--- config.mk ---
export PLATFORM = sky130hd
export DESIGN_NAME = pipeline_ctrl_flat
export DESIGN_NICKNAME = d
export VERILOG_FILES = /design/src/rtl/pipe_ctrl_pkg.sv /design/src/rtl/pipeline_ctrl_if.sv /design/src/rtl/pipeline_ctrl_hazard_detect.sv /design/src/rtl/pipeline_ctrl.sv /design/src/flat_wrapper.sv
export SDC_FILE = /design/constraint.sdc
export NUM_CORES = 1
export LEC_CHECK = 0
export BUFFER_PORTS_ARGS = -buffer_cell sky130_fd_sc_hd__buf_2
export CAP_MARGIN = 20
export CORE_AREA = 3 3 40 42
export CTS_CLUSTER_SIZE = 14
export DETAILED_ROUTE_END_ITERATION = 12
export DIE_AREA = 0 0 43 45
export PLACE_DENSITY = 0.73
export SLEW_MARGIN = 20
export SYNTH_ARGS = -nofsm -noshare
export SYNTH_HDL_FRONTEND = slang
export SYNTH_HIERARCHICAL = 1
export SYNTH_SLANG_ARGS = --single-unit
export TNS_END_PERCENT = 100
--- constraint.sdc ---
create_clock -name clk -period 2.8 [get_ports clk]
set_input_delay 0.84 -clock clk [delete_from_list [all_inputs] [get_ports clk]]
set_output_delay 0.84 -clock clk [all_outputs]
set_load 0.05 [all_outputs]
--- src/rtl/pipe_ctrl_pkg.sv ---
// Shared definitions for the pipeline stage-enable controller: FSM state
// encoding and the RISC-V major opcodes that decode also relies on.
package pipe_ctrl_pkg;

    typedef enum logic [1:0] {
        RUN        = 2'd0,
        LOAD_STALL = 2'd1,
        MEM_WAIT   = 2'd2
    } ctrl_state_t;

    localparam logic [6:0] OP_LOAD   = 7'b0000011;
    localparam logic [6:0] OP_BRANCH = 7'b1100011;
    localparam logic [6:0] OP_JAL    = 7'b1101111;
    localparam logic [6:0] OP_JALR   = 7'b1100111;

endpackage

--- src/rtl/pipeline_ctrl_if.sv ---
// Bundle of pipeline-status inputs and stage-enable outputs between the core
// datapath (master) and the stage-enable controller (slave).
// Optional macro PIPE_PERF_COUNTERS_EN adds the stall_cycles / flush_count
// performance counters to the bundle.
interface pipeline_ctrl_if;

    logic        id_valid;
    logic [4:0]  id_rs1;
    logic [4:0]  id_rs2;
    logic        id_uses_rs1;
    logic        id_uses_rs2;
    logic        ex_valid;
    logic [6:0]  ex_opcode;
    logic [4:0]  ex_rd;
    logic        ex_redirect;
    logic        mem_req;
    logic        mem_ready;

    logic        if_en;
    logic        id_en;
    logic        ex_en;
    logic        mem_en;
    logic        id_flush;
    logic        ex_bubble;
    logic [1:0]  ctrl_state;

`ifdef PIPE_PERF_COUNTERS_EN
    logic [31:0] stall_cycles;
    logic [31:0] flush_count;

    modport master (
        output id_valid, id_rs1, id_rs2, id_uses_rs1, id_uses_rs2,
        output ex_valid, ex_opcode, ex_rd, ex_redirect, mem_req, mem_ready,
        input  if_en, id_en, ex_en, mem_en, id_flush, ex_bubble, ctrl_state,
        input  stall_cycles, flush_count
    );

    modport slave (
        input  id_valid, id_rs1, id_rs2, id_uses_rs1, id_uses_rs2,
        input  ex_valid, ex_opcode, ex_rd, ex_redirect, mem_req, mem_ready,
        output if_en, id_en, ex_en, mem_en, id_flush, ex_bubble, ctrl_state,
        output stall_cycles, flush_count
    );
`else
    modport master (
        output id_valid, id_rs1, id_rs2, id_uses_rs1, id_uses_rs2,
        output ex_valid, ex_opcode, ex_rd, ex_redirect, mem_req, mem_ready,
        input  if_en, id_en, ex_en, mem_en, id_flush, ex_bubble, ctrl_state
    );

    modport slave (
        input  id_valid, id_rs1, id_rs2, id_uses_rs1, id_uses_rs2,
        input  ex_valid, ex_opcode, ex_rd, ex_redirect, mem_req, mem_ready,
        output if_en, id_en, ex_en, mem_en, id_flush, ex_bubble, ctrl_state
    );
`endif

endinterface

--- src/rtl/pipeline_ctrl_hazard_detect.sv ---
// Load-use hazard comparator: flags an ID instruction that reads the
// destination of a load currently in EX. Kept stand-alone so the forwarding
// unit can reuse the same comparison.
module hazard_detect
    import pipe_ctrl_pkg::*;
(
    input  logic       id_valid,
    input  logic [4:0] id_rs1,
    input  logic [4:0] id_rs2,
    input  logic       id_uses_rs1,
    input  logic       id_uses_rs2,
    input  logic       ex_valid,
    input  logic [6:0] ex_opcode,
    input  logic [4:0] ex_rd,
    output logic       load_hazard
);

    logic rs1_match;
    logic rs2_match;

    // x0 is hard-wired zero, so a load targeting it never creates a dependency
    always_comb begin
        rs1_match   = id_uses_rs1 && (id_rs1 == ex_rd);
        rs2_match   = id_uses_rs2 && (id_rs2 == ex_rd);
        load_hazard = id_valid && ex_valid && (ex_opcode == OP_LOAD) &&
                      (ex_rd != 5'd0) && (rs1_match || rs2_match);
    end

endmodule

--- src/rtl/pipeline_ctrl.sv ---
// Stage-enable scheduler for the 5-stage core: load-use stalls, redirect
// flushes and data-memory freezes. Enables are combinational from the
// registered state and the current inputs.
// Optional macro PIPE_PERF_COUNTERS_EN adds stall/flush performance counters.
module pipeline_ctrl
    import pipe_ctrl_pkg::*;
#(
    parameter int LOAD_LAT = 1
) (
    input  logic           clk,
    input  logic           reset,
    pipeline_ctrl_if.slave bus
);

    localparam int CNT_W = $clog2(LOAD_LAT + 1);
    localparam logic [CNT_W-1:0] CNT_INIT = CNT_W'(LOAD_LAT - 1);
    localparam logic [CNT_W-1:0] CNT_ONE  = CNT_W'(1);

    ctrl_state_t     state;
    logic [CNT_W-1:0] cnt;

    logic load_hazard;
    logic mem_stall;
    logic redirect;

    logic if_en;
    logic id_en;
    logic ex_en;
    logic mem_en;
    logic id_flush;
    logic ex_bubble;

    hazard_detect u_hazard_detect (
        .id_valid    (bus.id_valid),
        .id_rs1      (bus.id_rs1),
        .id_rs2      (bus.id_rs2),
        .id_uses_rs1 (bus.id_uses_rs1),
        .id_uses_rs2 (bus.id_uses_rs2),
        .ex_valid    (bus.ex_valid),
        .ex_opcode   (bus.ex_opcode),
        .ex_rd       (bus.ex_rd),
        .load_hazard (load_hazard)
    );

    assign mem_stall = bus.mem_req && !bus.mem_ready;
    assign redirect  = bus.ex_valid && bus.ex_redirect;

    // State and remaining-stall counter; memory busy beats redirect beats hazard
    always_ff @(posedge clk or posedge reset) begin
        if (reset) begin
            state <= RUN;
            cnt   <= '0;
        end else begin
            case (state)
                RUN: begin
                    if (mem_stall) begin
                        state <= MEM_WAIT;
                    end else if (!redirect && load_hazard && (LOAD_LAT > 1)) begin
                        state <= LOAD_STALL;
                        cnt   <= CNT_INIT;
                    end
                end
                LOAD_STALL: begin
                    if (mem_stall) begin
                        state <= MEM_WAIT;
                    end else begin
                        cnt <= cnt - CNT_ONE;
                        if (cnt == CNT_ONE) begin
                            state <= RUN;
                        end
                    end
                end
                MEM_WAIT: begin
                    if (bus.mem_ready) begin
                        state <= (cnt != '0) ? LOAD_STALL : RUN;
                    end
                end
                default: begin
                    state <= RUN;
                    cnt   <= '0;
                end
            endcase
        end
    end

    // Stage enables from current state and inputs; everything low during reset
    always_comb begin
        if_en     = 1'b0;
        id_en     = 1'b0;
        ex_en     = 1'b0;
        mem_en    = 1'b0;
        id_flush  = 1'b0;
        ex_bubble = 1'b0;
        if (!reset) begin
            case (state)
                RUN: begin
                    if (mem_stall) begin
                        // whole pipe frozen
                    end else if (redirect) begin
                        {if_en, id_en, ex_en, mem_en} = 4'b1111;
                        id_flush  = 1'b1;
                        ex_bubble = 1'b1;
                    end else if (load_hazard) begin
                        ex_en     = 1'b1;
                        mem_en    = 1'b1;
                        ex_bubble = 1'b1;
                    end else begin
                        {if_en, id_en, ex_en, mem_en} = 4'b1111;
                    end
                end
                LOAD_STALL: begin
                    if (!mem_stall) begin
                        ex_en     = 1'b1;
                        mem_en    = 1'b1;
                        ex_bubble = 1'b1;
                    end
                end
                default: begin
                    // MEM_WAIT: frozen until the access completes
                end
            endcase
        end
    end

    assign bus.if_en      = if_en;
    assign bus.id_en      = id_en;
    assign bus.ex_en      = ex_en;
    assign bus.mem_en     = mem_en;
    assign bus.id_flush   = id_flush;
    assign bus.ex_bubble  = ex_bubble;
    assign bus.ctrl_state = state;

`ifdef PIPE_PERF_COUNTERS_EN
    logic [31:0] stall_cycles;
    logic [31:0] flush_count;

    // Free-running wrap-around counters of ID-stalled and flush cycles
    always_ff @(posedge clk or posedge reset) begin
        if (reset) begin
            stall_cycles <= '0;
            flush_count  <= '0;
        end else begin
            if (!id_en) begin
                stall_cycles <= stall_cycles + 32'd1;
            end
            if (id_flush) begin
                flush_count <= flush_count + 32'd1;
            end
        end
    end

    assign bus.stall_cycles = stall_cycles;
    assign bus.flush_count  = flush_count;
`endif

endmodule
--- src/flat_wrapper.sv ---
// flat-port wrapper written by rule: the top's interface ports become plain ports
module pipeline_ctrl_flat import pipe_ctrl_pkg::*;
#(
    parameter int LOAD_LAT = 1
)
  (clk, reset, bus_id_valid, bus_id_rs1, bus_id_rs2, bus_id_uses_rs1, bus_id_uses_rs2, bus_ex_valid, bus_ex_opcode, bus_ex_rd, bus_ex_redirect, bus_mem_req, bus_mem_ready, bus_if_en, bus_id_en, bus_ex_en, bus_mem_en, bus_id_flush, bus_ex_bubble, bus_ctrl_state);
  pipeline_ctrl_if bus_i ();
  input  logic clk;
  input  logic reset;
  input wire logic [$bits(bus_i.id_valid)-1:0] bus_id_valid;
  input wire logic [$bits(bus_i.id_rs1)-1:0] bus_id_rs1;
  input wire logic [$bits(bus_i.id_rs2)-1:0] bus_id_rs2;
  input wire logic [$bits(bus_i.id_uses_rs1)-1:0] bus_id_uses_rs1;
  input wire logic [$bits(bus_i.id_uses_rs2)-1:0] bus_id_uses_rs2;
  input wire logic [$bits(bus_i.ex_valid)-1:0] bus_ex_valid;
  input wire logic [$bits(bus_i.ex_opcode)-1:0] bus_ex_opcode;
  input wire logic [$bits(bus_i.ex_rd)-1:0] bus_ex_rd;
  input wire logic [$bits(bus_i.ex_redirect)-1:0] bus_ex_redirect;
  input wire logic [$bits(bus_i.mem_req)-1:0] bus_mem_req;
  input wire logic [$bits(bus_i.mem_ready)-1:0] bus_mem_ready;
  output wire logic [$bits(bus_i.if_en)-1:0] bus_if_en;
  output wire logic [$bits(bus_i.id_en)-1:0] bus_id_en;
  output wire logic [$bits(bus_i.ex_en)-1:0] bus_ex_en;
  output wire logic [$bits(bus_i.mem_en)-1:0] bus_mem_en;
  output wire logic [$bits(bus_i.id_flush)-1:0] bus_id_flush;
  output wire logic [$bits(bus_i.ex_bubble)-1:0] bus_ex_bubble;
  output wire logic [$bits(bus_i.ctrl_state)-1:0] bus_ctrl_state;
  assign bus_i.id_valid = bus_id_valid;
  assign bus_i.id_rs1 = bus_id_rs1;
  assign bus_i.id_rs2 = bus_id_rs2;
  assign bus_i.id_uses_rs1 = bus_id_uses_rs1;
  assign bus_i.id_uses_rs2 = bus_id_uses_rs2;
  assign bus_i.ex_valid = bus_ex_valid;
  assign bus_i.ex_opcode = bus_ex_opcode;
  assign bus_i.ex_rd = bus_ex_rd;
  assign bus_i.ex_redirect = bus_ex_redirect;
  assign bus_i.mem_req = bus_mem_req;
  assign bus_i.mem_ready = bus_mem_ready;
  assign bus_if_en = bus_i.if_en;
  assign bus_id_en = bus_i.id_en;
  assign bus_ex_en = bus_i.ex_en;
  assign bus_mem_en = bus_i.mem_en;
  assign bus_id_flush = bus_i.id_flush;
  assign bus_ex_bubble = bus_i.ex_bubble;
  assign bus_ctrl_state = bus_i.ctrl_state;
  pipeline_ctrl #(.LOAD_LAT(LOAD_LAT)) u_core (.clk(clk), .reset(reset), .bus(bus_i));
endmodule
==> flow_metrics.py <==
metrics = {
    "routing": {
        "route.met3.wl_um": 73,
        "top_layer_used": "met4",
        "drt_iter0_drc": 2,
        "dr_wl_met2_um": 667,
        "drt-vias-per-instance": 4.55,
        "routedWlPerCell_um": 11.7,
        "wl_met1_um": 410,
        "ant_nets": 0,
        "vias": 455,
        "wl_mm": 1.17,
        "drt-pass1-iter-count": 3,
        "drc_errors": 0,
    },
    "power_and_ir_drop": {
        "leakagePower_nw": 0.343,
        "cellPowerDensity_nw_per_um2": 442,
        "switching_share": 0.417,
        "intPower_mw": 0.173,
        "ir_worst_vdd_mv": 0.237,
        "power_frac_clock": 0.263,
        "power_mw": 0.297,
        "seqPwrFrac": 0.238,
        "pwr-share-comb": 0.499,
        "p_switching_mw": 0.124,
    },
    "synthesis": {
        "synthCells": 42,
        "syn_avg_cell_area_sq_um": 8.31,
        "synth_top_area_share": 0.215,
        "ys_seq_elements": 3,
        "yosysMostFrequentCell": "xor2_1",
        "syn_area_sq_um": 349,
        "synth_seq_area_share": 0.215,
        "synthFlopType": "dfrtp_1",
        "yosys.cell_types.count": 19,
        "yosys.area.top_type": "dfrtp_1",
        "ys_top_cells_by_count": "xor2_1 (8), nor4_1 (4), dfrtp_1 (3), inv_1 (3), nand2_1 (3)",
        "yosys_warnings": 6,
        "synth_fp_nets": 73,
        "synth-edff-count": 0,
        "synth-async-reset-ratio": 1.00,
        "synth_area_leaders": "dfrtp_1 (22%), xor2_1 (20%), nor4_1 (7.2%), xnor2_1 (5.0%), buf_4 (4.3%)",
    },
    "timing": {
        "drv_slew": 0,
        "rsz0062_at_grt": "yes",
        "finalHoldViolations": 0,
        "relSlewSlack": 0.764,
        "min_period_ns": 3.01,
        "layout_setup_ws_ns": -0.215,
        "finalSetupViolCount": 3,
        "fin_crit_sh": 1.08,
        "tightest_slew_ns": 0.351,
        "timing.fmax_mhz": 332,
        "fin_worst_skew_ns": 0.00171,
    },
    "layout": {
        "antennaDiodeCount": 0,
        "final_util": 0.524,
        "drive_gt1_frac": 0.624,
        "syn_to_final_growth_pct": 92.8,
        "stdcell_area_sq_um": 673,
        "nets": 117,
    },
    "clocking": {
        "clockRootBuffer": "clkbuf_4",
        "insertion_delay_ns": 0.24,
        "clk_pin_slew_ns": 0.04,
        "post_cts_buffers": 0,
        "cts.path.max_buffers": 2,
        "cts_buffers": 3,
        "ctsHoldBuffers": 0,
        "cts_tree": "yes",
        "cts_sinks": 3,
        "h-tree-depth": 1,
    },
    "critical_path": {
        "crit_path_end_kind": "output port",
        "critPathTopFamily": "simple AND/OR/NAND/NOR gates",
        "path_class": "in2out",
        "crit_path_max_incr_delay_ns": 0.52,
        "crit_buf_inv": 2,
        "cp_cell_sequence": "buf_8 -> or4_4 -> o211ai_2 -> a21oi_2 -> a211oi_4 -> buf_6",
        "cp.required_ns": 1.96,
        "crit_fanout": 3,
        "arrival_ns": 2.17,
        "startpoint_type": "input port",
        "critPathSlowestCell": "or4_4",
    },
    "place": {
        "dpl_cell_area_sq_um": 597,
        "dp_hpwl_um": 998,
        "gp_congestion": 0.709,
        "port_buffers": 38,
    },
    "floorplan": {
        "die_w_um": 43,
        "die_area_sq_um": 1940,
        "io-pin-count": 39,
        "die_h_um": 45,
        "core_sq_um": 1280,
        "initial_utilization": 0.272,
        "std_cell_rows": 13,
    },
    "global_route": {
        "grt_pass1_vias": 458,
        "antenna_found_initial": 0,
        "overflow": 0,
        "grt.total_usage": 0.135,
        "grt_pass1_wl_mm": 1.90,
        "grt_max_degree": 7,
    },
    "outcome": {
        "status": "finished with violations",
        "failed_checks": "setup timing",
    },
    "min_path": {
        "hp-class": "in2async",
    },
    "job": {
        "cap_violations": 0,
    },
}
[path summary, 6_finish.rpt]
check	startpoint	to	slack (ns)	depth (start not counted)
worst max-delay path	bus_ex_rd[4]	bus_id_en	-0.21	6
min in group clk	u_core/cnt	u_core/cnt	0.57	1
worst min register to register	u_core/cnt	u_core/cnt	0.57	1
worst max register to register	u_core/bus.ctrl_state[0]	u_core/cnt	1.59	3
max in group asynchronous	reset	u_core/cnt	2.20	2
worst min-delay path	reset	u_core/bus.ctrl_state[1]	0.47	2
[final cells by class]
type                            count  area (sq um)
Fill cell                         134           612
Sequential cell                     3          75.1
Timing Repair Buffer               41           254
Inverter                            3          11.3
Clock buffer                        4          26.3
Tap cell                           15          18.8
Multi-Input combinational cell     34           288
[routing by layer]
metal  global-route usage  up-vias
li1                     -      235
met1                0.134      199
met2                0.254       19
met3               0.0279        2
met4               0.0904        0
met5                    0        -
[power by group through the flow]
stage          Clock [mW]  Sequential, mW  Combinational, mW
3_3_place_gp            0          0.0702              0.135
5_1_grt            0.0864          0.0723              0.159
6_report           0.0782          0.0707              0.148
3_5_place_dp            0          0.0711              0.138
2_1_floorplan           0          0.0827             0.0829
4_1_cts            0.0802          0.0705              0.147
[state kept, by name, summed over array words and instances (netlist names)]
register / cells
u_core/bus.ctrl_state: 2
u_core/cnt: 1
[cells in the final DEF (no fill, tap or decap), types with 2 or more instances in the layout]
cell type  count
nand2_1        3
buf_2         32
nor4_1         3
inv_1          3
dfrtp_1        3
xnor2_1        2
nand3_1        2
xor2_1         8
nor2b_1        2
clkbuf_4       3
buf_4          3
buf_6          5
[stage by stage]
stage	setup slack (ns)	std cells	hold WS, ns	setup TNS, ns
floorplan	-0.437	42	0.522	-0.740
global placement	-0.316	96	0.553	-0.913
detailed placement	-0.332	96	0.563	-0.955
CTS	-0.223	100	0.468	-0.657
global route	-0.248	100	0.467	-0.741
finish	-0.215	100	0.471	-0.593
[timing repair]
action                                  4_1_cts  5_1_grt
gates resized for setup                      11        3
endpoints found under the setup margin        3        3
pin swaps                                     5        3
[cell families (layout without fill, tap and decap cells)]
logic type | after synthesis | in the layout | share of synthesized area
AOI/OAI and AO/OA | 6 | 6 | 0.158
xor gates and xnor gates | 10 | 10 | 0.251
buffers and inverters | 5 | 48 | 0.0753
DFF | 3 | 3 | 0.215
muxes | 1 | 1 | 0.0287
and+or+nand+nor | 17 | 17 | 0.272
No activity file was read; power rests on OpenSTA's default activity.
